[src/rtl/spike_sampler_pkg.sv]
// rtl/spike_sampler_pkg.sv - shared constants, FSM encoding and LFSR step for the spike sampler
//
// Purpose: definitions shared by spike_sampler and lfsr16.
//   q08_width          probability width reused from the sigmoid stage (Q0.8)
//   lfsr_taps          Galois taps for x^16+x^14+x^13+x^11+1, right-shifting form
//   lfsr_default_seed  default LFSR reset value (must be nonzero)
//   state_t            sampler FSM encoding
//   lfsr_step()        one advance of the 16-bit Galois LFSR
package spike_sampler_pkg;

   localparam int          q08_width         = 8;
   localparam logic [15:0] lfsr_taps         = 16'hB400;
   localparam logic [15:0] lfsr_default_seed = 16'hACE1;

   typedef enum logic [1:0] {
      st_idle   = 2'd0,
      st_sample = 2'd1,
      st_scan   = 2'd2,
      st_done   = 2'd3
   } state_t;

   // Right shift; the bit falling out of the LSB folds the tap mask back in.
   function automatic logic [15:0] lfsr_step(input logic [15:0] s);
      logic [15:0] n;
      n = s >> 1;
      if (s[0]) begin
         n = n ^ lfsr_taps;
      end
      return n;
   endfunction

endpackage

[src/rtl/lfsr16.sv]
// rtl/lfsr16.sv - 16-bit Galois LFSR random source
//
// Purpose: uniform pseudo-random source, advanced once per enabled cycle.
//   Also intended as the hidden-layer random source.
// Ports:
//   clk    in   rising-edge clock
//   rst_n  in   asynchronous active-low reset, loads seed
//   en     in   advance the register this cycle
//   seed   in   reset value (tie to a constant, must be nonzero)
//   q      out  current LFSR state
module lfsr16
   import spike_sampler_pkg::*;
(
   input  logic        clk,
   input  logic        rst_n,
   input  logic        en,
   input  logic [15:0] seed,
   output logic [15:0] q
);

   always_ff @(posedge clk or negedge rst_n) begin
      if (!rst_n) begin
         q <= seed;
      end else if (en) begin
         q <= lfsr_step(q);
      end
   end

endmodule

[src/rtl/spike_sampler.sv]
// rtl/spike_sampler.sv - Bernoulli spike sampler and per-class spike-count scorer
//
// Purpose: samples each Q0.8 probability against an LFSR draw, accumulates
//   spikes per class over num_iter iterations, then scans the counters and
//   reports the winning class (ties go to the lowest index).
// Ports:
//   clk, rst_n      clock, asynchronous active-low reset
//   start           frame start pulse, honoured only in IDLE
//   p_valid, p      probability input handshake (valid side)
//   p_ready         input accepted while in SAMPLE
//   spike_valid     one-cycle pulse per accepted sample
//   spike           sampled spike bit
//   spike_idx       class index of that sample
//   busy            high outside IDLE
//   done            one-cycle pulse when class_out/class_count update
//   class_out       winning class, held until next start
//   class_count     spike count of the winning class
module spike_sampler
   import spike_sampler_pkg::*;
#(
   parameter int          bitlength = q08_width,
   parameter int          num_class = 10,
   parameter int          num_iter  = 100,
   parameter int          cnt_width = 7,
   parameter int          idx_width = 4,
   parameter logic [15:0] lfsr_seed = lfsr_default_seed
) (
   input  logic                 clk,
   input  logic                 rst_n,
   input  logic                 start,
   input  logic                 p_valid,
   input  logic [bitlength-1:0] p,
   output logic                 p_ready,
   output logic                 spike_valid,
   output logic                 spike,
   output logic [idx_width-1:0] spike_idx,
   output logic                 busy,
   output logic                 done,
   output logic [idx_width-1:0] class_out,
   output logic [cnt_width-1:0] class_count
);

   localparam int                   iter_width = (num_iter > 1) ? $clog2(num_iter) : 1;
   localparam logic [idx_width-1:0] last_idx   = idx_width'(num_class - 1);
   localparam logic [iter_width-1:0] last_iter = iter_width'(num_iter - 1);
   localparam logic [cnt_width-1:0] cnt_max    = '1;

   state_t                state, state_nxt;
   logic [idx_width-1:0]  idx;
   logic [iter_width-1:0] iter;
   logic [idx_width-1:0]  scan_idx;
   logic [idx_width-1:0]  best_idx;
   logic [cnt_width-1:0]  best_cnt;
   // Register array, not RAM: SCAN reads it combinationally by index.
   logic [cnt_width-1:0]  count [num_class];

   logic [15:0]           lfsr_q;
   logic [bitlength-1:0]  r;
   logic                  unused_lfsr_hi;
   logic                  accept;
   logic                  start_ok;
   logic                  sample_spike;
   logic                  last_sample;
   logic                  scan_last;

   lfsr16 u_lfsr (
      .clk   (clk),
      .rst_n (rst_n),
      .en    (accept),
      .seed  (lfsr_seed),
      .q     (lfsr_q)
   );

   // Draw is taken from the low bits before this cycle's advance.
   assign r              = lfsr_q[bitlength-1:0];
   assign unused_lfsr_hi = ^lfsr_q[15:bitlength];

   assign p_ready      = (state == st_sample);
   assign busy         = (state != st_idle);
   assign accept       = p_ready && p_valid;
   assign sample_spike = (r < p);
   assign last_sample  = (idx == last_idx) && (iter == last_iter);
   assign scan_last    = (scan_idx == last_idx);
   // done is high in the first IDLE cycle; blocking start there makes a
   // start coincident with done ignored.
   assign start_ok     = (state == st_idle) && start && !done;

   always_ff @(posedge clk or negedge rst_n) begin
      if (!rst_n) begin
         state <= st_idle;
      end else begin
         state <= state_nxt;
      end
   end

   always_comb begin
      state_nxt = state;
      case (state)
         st_idle:   if (start_ok) state_nxt = st_sample;
         st_sample: if (accept && last_sample) state_nxt = st_scan;
         st_scan:   if (scan_last) state_nxt = st_done;
         st_done:   state_nxt = st_idle;
         default:   state_nxt = st_idle;
      endcase
   end

   always_ff @(posedge clk or negedge rst_n) begin
      if (!rst_n) begin
         idx         <= '0;
         iter        <= '0;
         scan_idx    <= '0;
         best_idx    <= '0;
         best_cnt    <= '0;
         spike_valid <= 1'b0;
         spike       <= 1'b0;
         spike_idx   <= '0;
         done        <= 1'b0;
         class_out   <= '0;
         class_count <= '0;
         for (int i = 0; i < num_class; i++) begin
            count[i] <= '0;
         end
      end else begin
         spike_valid <= 1'b0;
         done        <= 1'b0;

         if (start_ok) begin
            idx         <= '0;
            iter        <= '0;
            scan_idx    <= '0;
            best_idx    <= '0;
            best_cnt    <= '0;
            class_out   <= '0;
            class_count <= '0;
            for (int i = 0; i < num_class; i++) begin
               count[i] <= '0;
            end
         end

         if (accept) begin
            spike_valid <= 1'b1;
            spike       <= sample_spike;
            spike_idx   <= idx;
            if (sample_spike && (count[idx] != cnt_max)) begin
               count[idx] <= count[idx] + cnt_width'(1);
            end
            if (idx == last_idx) begin
               idx  <= '0;
               iter <= iter + iter_width'(1);
            end else begin
               idx <= idx + idx_width'(1);
            end
         end

         // Strict greater-than keeps the lowest index on ties.
         if (state == st_scan) begin
            if (count[scan_idx] > best_cnt) begin
               best_cnt <= count[scan_idx];
               best_idx <= scan_idx;
            end
            scan_idx <= scan_last ? '0 : scan_idx + idx_width'(1);
         end

         if (state == st_done) begin
            done        <= 1'b1;
            class_out   <= best_idx;
            class_count <= best_cnt;
         end
      end
   end

endmodule
[config.mk]
export PLATFORM = sky130hd
export DESIGN_NAME = spike_sampler
export DESIGN_NICKNAME = d
export VERILOG_FILES = /design/src/rtl/spike_sampler_pkg.sv /design/src/rtl/lfsr16.sv /design/src/rtl/spike_sampler.sv
export SDC_FILE = /design/constraint.sdc
export NUM_CORES = 1
export LEC_CHECK = 0
export ABC_CLOCK_PERIOD_IN_PS = 3600
export BUFFER_PORTS_ARGS = -buffer_cell sky130_fd_sc_hd__buf_4
export CORE_AREA = 2 2 174 176
export DETAILED_ROUTE_END_ITERATION = 8
export DIE_AREA = 0 0 176 178
export PLACE_DENSITY_LB_ADDON = 0.2
export REMOVE_ABC_BUFFERS = 1
export SKIP_CTS_REPAIR_TIMING = 1
export SYNTH_ARGS = -nofsm -noshare
export SYNTH_HDL_FRONTEND = slang
export SYNTH_SLANG_ARGS = --single-unit
[constraint.sdc]
create_clock -name clk -period 3.6 [get_ports clk]
set_input_delay 0.36 -clock clk [delete_from_list [all_inputs] [get_ports clk]]
set_output_delay 0.36 -clock clk [all_outputs]
set_load 0.01 [all_outputs]
# Word level (Yosys, flattened, before mapping)
# Cells that the tools add are included.
# totals
inputBits,12
output_inout_bits,20
word_cells,95
regBits,132
# op_classes
n_bitwise,3
n_mux,36
order_cmp,5
n_eq_ne,10
add_sub_neg,4
reduce_logical,14
# ops
op,count
2-to-1 mux 70 bit,3
2-to-1 mux 7 bit,13
bitwise mux 70 bit,1
binary-select mux 7 bit (select 4 bit),2
2-to-1 mux 4 bit,9
demux 7 bit (select 4 bit),1
2-to-1 mux 16 bit,1
"adder 7 x 1 -> 7 bit, second input constant",2
"greater-or-equal comparator 5 bit, second input constant",2
inverter 4 -> 5 bit,2
"adder 4 x 1 -> 4 bit, second input constant",2
"== test 4 bit, second input constant",2
< comparator 8 bit,1
one-hot mux 2 bit (4 select lines),1
nonzero test 2 bit,4
"== test 7 bit, second input constant",1
greater-than comparator 7 bit,1
logical AND 1 bit,7
"inequality test 7 bit, second input constant",1
2-to-1 mux 2 bit,3
"< comparator 5 x 1 -> 1 bit, second input constant",1
"== test 2 bit, second input constant",2
"inequality test 2 bit, second input constant",2
inverter 3 -> 4 bit,1
other kinds (6),7

# Depth between registers and ports, before layout
# depth
depth_word,8
mapped_depth,15
depth_no_buf,13

# Least setup slack after synthesis
# Ideal clock, no wire load.
# synth_timing
path_type,flip-flop to flip-flop
startpoint,register scan_idx[0]
endpoint,register best_idx[1]
n_path_buf,4
required_ns,3.517
path_slack_ns,0.228
t_arrival_ns,3.290
synth_period_minus_slack_ns,3.372
stages_incl_launch_ff,15
setup_time_ns,0.083
cell_sequence,dfrtp_1 buf_2 buf_1 clkbuf_1 mux2_2 a221oi_1 nor2_1 ha_1 o21a_1 o21a_1 o21bai_1 a21oi_1 clkbuf_1 nand2_1 o21ai_0
# synth_between
elab_chain_len,7
# synth_rtl
element,line,text
from (decl),spike_sampler.sv:51,logic [idx_width-1:0] scan_idx;
from (signal assigned),spike_sampler.sv:161,scan_idx <= scan_last ? '0 : scan_idx + idx_width'(1);
inverter 4 -> 5 bit (not written as such),spike_sampler.sv:157,if (count[scan_idx] > best_cnt) begin
binary-select mux 7 bit (select 4 bit),spike_sampler.sv:157,
2-to-1 mux 7 bit (not written as such) (2 in a row),spike_sampler.sv:157,
greater-than comparator 7 bit,spike_sampler.sv:157,
2-to-1 mux 4 bit,spike_sampler.sv:157,
2-to-1 mux 4 bit,spike_sampler.sv:156,if (state == st_scan) begin
to (signal assigned),spike_sampler.sv:159,best_idx <= scan_idx;
to (decl),spike_sampler.sv:52,logic [idx_width-1:0] best_idx;
# Every way passes these cells. The select of a mux whose other input is x is not followed.
# A chain may end at the register's enable or synchronous reset.

# Worst setup path after layout
# layout_timing
startpoint,register idx[1]
endpoint,register count[61] (netlist bit)
# layout_between
elab_chain_len,8
word_cells_on_any_way,15
cone_classes,1 x add/sub; 2 x order compare; 1 x eq/ne; 8 x mux; 1 x bitwise; 2 x reduce/logical
# layout_rtl
element,line,text
from (decl),spike_sampler.sv:49,logic [idx_width-1:0] idx;
from (signal assigned),spike_sampler.sv:151,idx <= idx + idx_width'(1);
inverter 4 -> 5 bit (not written as such) (*),"spike_sampler.sv:144, spike_sampler.sv:145",
"binary-select mux 7 bit (select 4 bit), or another cell as far along","spike_sampler.sv:144, spike_sampler.sv:145",
2-to-1 mux 7 bit (not written as such) / logical AND 1 bit (equally long branches),"spike_sampler.sv:144, spike_sampler.sv:145",
"2-to-1 mux 7 bit, on equally long branches","spike_sampler.sv:144, spike_sampler.sv:145",
"adder 7 x 1 -> 7 bit, or another cell as far along",spike_sampler.sv:145,count[idx] <= count[idx] + cnt_width'(1);
bitwise mux 70 bit / logical AND 1 bit (equally long branches),"spike_sampler.sv:145, spike_sampler.sv:144",
2-to-1 mux 70 bit (*),spike_sampler.sv:144,if (sample_spike && (count[idx] != cnt_max)) begin
2-to-1 mux 70 bit (*),spike_sampler.sv:140,if (accept) begin
"to (signal, indexed assignment)",spike_sampler.sv:145,
to (decl),spike_sampler.sv:55,logic [cnt_width-1:0] count [num_class];
# Mark *: on every way between the ends. The rest lies on a longest branch, timed or not. The select of a mux whose other input is x is not followed.

==> flow_summary.json <==
{
  "status": "finished clean",
  "layout.area.seq_sq_mm": 0.003313,
  "dp_slack_ns": 0.5054,
  "drive_gt1_share_pct": 22.02,
  "num_rows": 63,
  "cts_buffers": 17,
  "fillCellCount": 3028,
  "dp_cells": 1112,
  "ir_drop_mv": 0.3290,
  "stdcell_count": 1144,
  "synthesis.area_sq_mm": 0.007294,
  "grt_pass1_vias": 5303,
  "pin_count": 32,
  "drtIter0Drc": 364,
  "antenna_found_initial": 0,
  "async_flop_share_pct": 100.0,
  "multi_input_area_sq_mm": 0.003702,
  "clockBufferDepth": 2,
  "setup_violations": 0,
  "drtAntennaViolNets": 0,
  "synth_area_per_cell_sq_um": 10.42,
  "r2r_cells": 10,
  "syn_inst": 700,
  "yosysSeqAreaShare_pct": 45.42,
  "grt_util_all_layers_pct": 13.02,
  "wl_um": 18950,
  "yosys_warnings": 0,
  "cts_root_buf": "clkbuf_16",
  "cp-endpoint": "count[61]$_DFF_PN0_",
  "hpwl_um": 13000,
  "clk_latency_ns": 0.42,
  "timing.final.crit_share_pct": 84.39,
  "cts_tree": "built",
  "layout_setup_ws_ns": 0.5620,
  "clock_sink_count": 132,
  "max_clock_freq_mhz": 329.2,
  "die_area_sq_mm": 0.03133,
  "die_h_um": 178,
  "rsz0062_at_grt": "false",
  "htreeDepth": 4,
  "crit_required_ns": 3.87,
  "drv_cap": 0,
  "clk_pin_slew_ns": 0.06,
  "path_class": "flip-flop to flip-flop",
  "start_util_pct": 24.81,
  "num_vias": 5142,
  "worstPathArrival_ns": 3.31,
  "cp-startpoint": "idx[1]$_DFFE_PN0P_",
  "synth_edf_count": 0,
  "portBuffers": 31,
  "p_per_area_mw_per_mm2": 609.4,
  "fin_crit_ns": 3.038,
  "post_drt_wl_per_cell_um": 16.56,
  "critical_path.startpoint_type": "flip-flop",
  "final_cell_mix": "nand2_1, dfrtp_1, mux2i_1",
  "layout.nets": 775,
  "finalSetupTns_ns": 0,
  "final_max_slew_viol_count": 0,
  "final_common_cell": "nand2_1",
  "vias_per_cell": 4.495,
  "ys.flop_type": "dfrtp_1",
  "n_antenna_cell": 0,
  "drc": 0,
  "grt_pass1_wl_um": 31230,
  "slew-limit-headroom_pct": 42.28,
  "finalWeightedCongestion": 0.7515,
  "synth.distinct_cells": 50,
  "r2r_setup_slack_ns": 0.56,
  "finClkSkew_ns": 0.01160,
  "die_w_um": 176,
  "grt_overflow": 0,
  "yosys_register_bits": 132,
  "r2r-end": "count[61]$_DFF_PN0_",
  "worst_pin_slew_ns": 0.8659,
  "core_area_sq_mm": 0.02940,
  "crit_fanout": 20,
  "total_leakage_power_nw": 4.371,
  "hold_path_class": "primary input to asynchronous set/reset pin",
  "fin_total_pwr_mw": 5.308,
  "syn_to_final_growth_pct": 19.40,
  "dr.pass1.iters": 6,
  "finalHoldViolCount": 0,
  "reg2reg_from": "idx[1]$_DFFE_PN0P_",
  "grt_max_degree": 88,
  "endpoint_kind": "flip-flop"
}
[cell usage after synthesis (all sizes together) (8+ instances only)]
master | n | share of area (%)
nand3 | 19 | 2.2
nand2 | 193 | 9.9
inv | 22 | 1.1
dfrtp | 124 | 43
buf | 10 | 1.0
mux4 | 21 | 6.5
nor2 | 16 | 0.82
mux2i | 73 | 10
ha | 22 | 3.8
dfstp | 8 | 2.9
a21oi | 13 | 0.89
mux2 | 27 | 4.2
o21ai | 44 | 3.0
clkbuf | 31 | 1.6
[state kept, by name (all words and copies together) (netlist names)]
signal	count
best_idx	4
iter	7
scan_idx	4
class_count	7
count	70
u_lfsr.q	16
state	2
class_out	4
done	1
spike	1
idx	4
spike_idx	4
best_cnt	7
spike_valid	1
[per-layer routing]
| metal | routed length [um] | vias to the layer above | track usage, % | share of wire (%) |
|---|---|---|---|---|
| met1 | 9698 | 2556 | 18.21 | 51 |
| met3 | 391 | 9 | 2.643 | 2.1 |
| met2 | 8664 | 53 | 20.60 | 46 |
| met5 | 0 | - | 0 | 0 |
| met4 | 195 | 0 | 3.306 | 1.0 |
| li1 | - | 2524 | - | - |
[how the worst min path moves through the flow]
stage | startpoint | slack (ns) | cells after the start | endpoint
floorplan | rst_n | 0.06 | 0 | best_cnt[0]$_DFF_PN0_
global placement | u_lfsr.q[12]$_DFFE_PN0P_ | 0.45 | 2 | u_lfsr.q[11]$_DFFE_PN1P_
detailed placement | u_lfsr.q[12]$_DFFE_PN0P_ | 0.45 | 2 | u_lfsr.q[11]$_DFFE_PN1P_
CTS | rst_n | 0.07 | 1 | spike_idx[3]$_DFFE_PN0P_
global route | rst_n | 0.07 | 1 | spike_idx[3]$_DFFE_PN0P_
finish | rst_n | 0.0007 | 1 | spike_idx[3]$_DFFE_PN0P_
[power breakdown]
group	switching, mW	internal, mW
registers	0.211	1.73
clock network	0.704	1.16
logic	0.855	0.646
total	1.77	3.54
[cell families after synthesis]
group / after synthesis / share of synthesized area [%]
fa+ha+maj: 22 / 3.774
buf+inv: 64 / 3.825
mux: 121 / 20.72
compound gates: 93 / 8.182
simple gates: 259 / 16.79
flops: 132 / 45.42
xor+xnor: 9 / 1.286
[metrics by stage]
stage | util, % | hold slack, ns | instance area, sq um
after floorplan | - | 0.06441 | 7102
after global placement | 27.48 | 0.4499 | 8079
after detailed placement | 27.48 | 0.4533 | 8079
after CTS | 29.62 | 0.06887 | 8710
after global routing | 29.62 | 0.07078 | 8710
final | 29.62 | 0.0007013 | 8710
[worst max-delay path, stage by stage, from the launching register on]
cell and delay (ns):
dfrtp_1 0.61, buf_4 0.38, mux4_2 0.37, nand2_1 0.09, nand2_1 0.07, ha_1 0.26, and3_4 0.18, a32oi_4 0.14
buf_4 0.32, nand4_4 0.27, mux2i_1 0.20
[cell type report]
class                   count  area share [%]
flip-flops and latches    132           38.04
repair buffers             63           5.617
clock inverters            15           2.356
well taps                 390           5.603
multi-input cells         504           42.51
inverters                  23          0.9912
clock buffers              17           4.884
No activity file was read; power rests on OpenSTA's default activity.
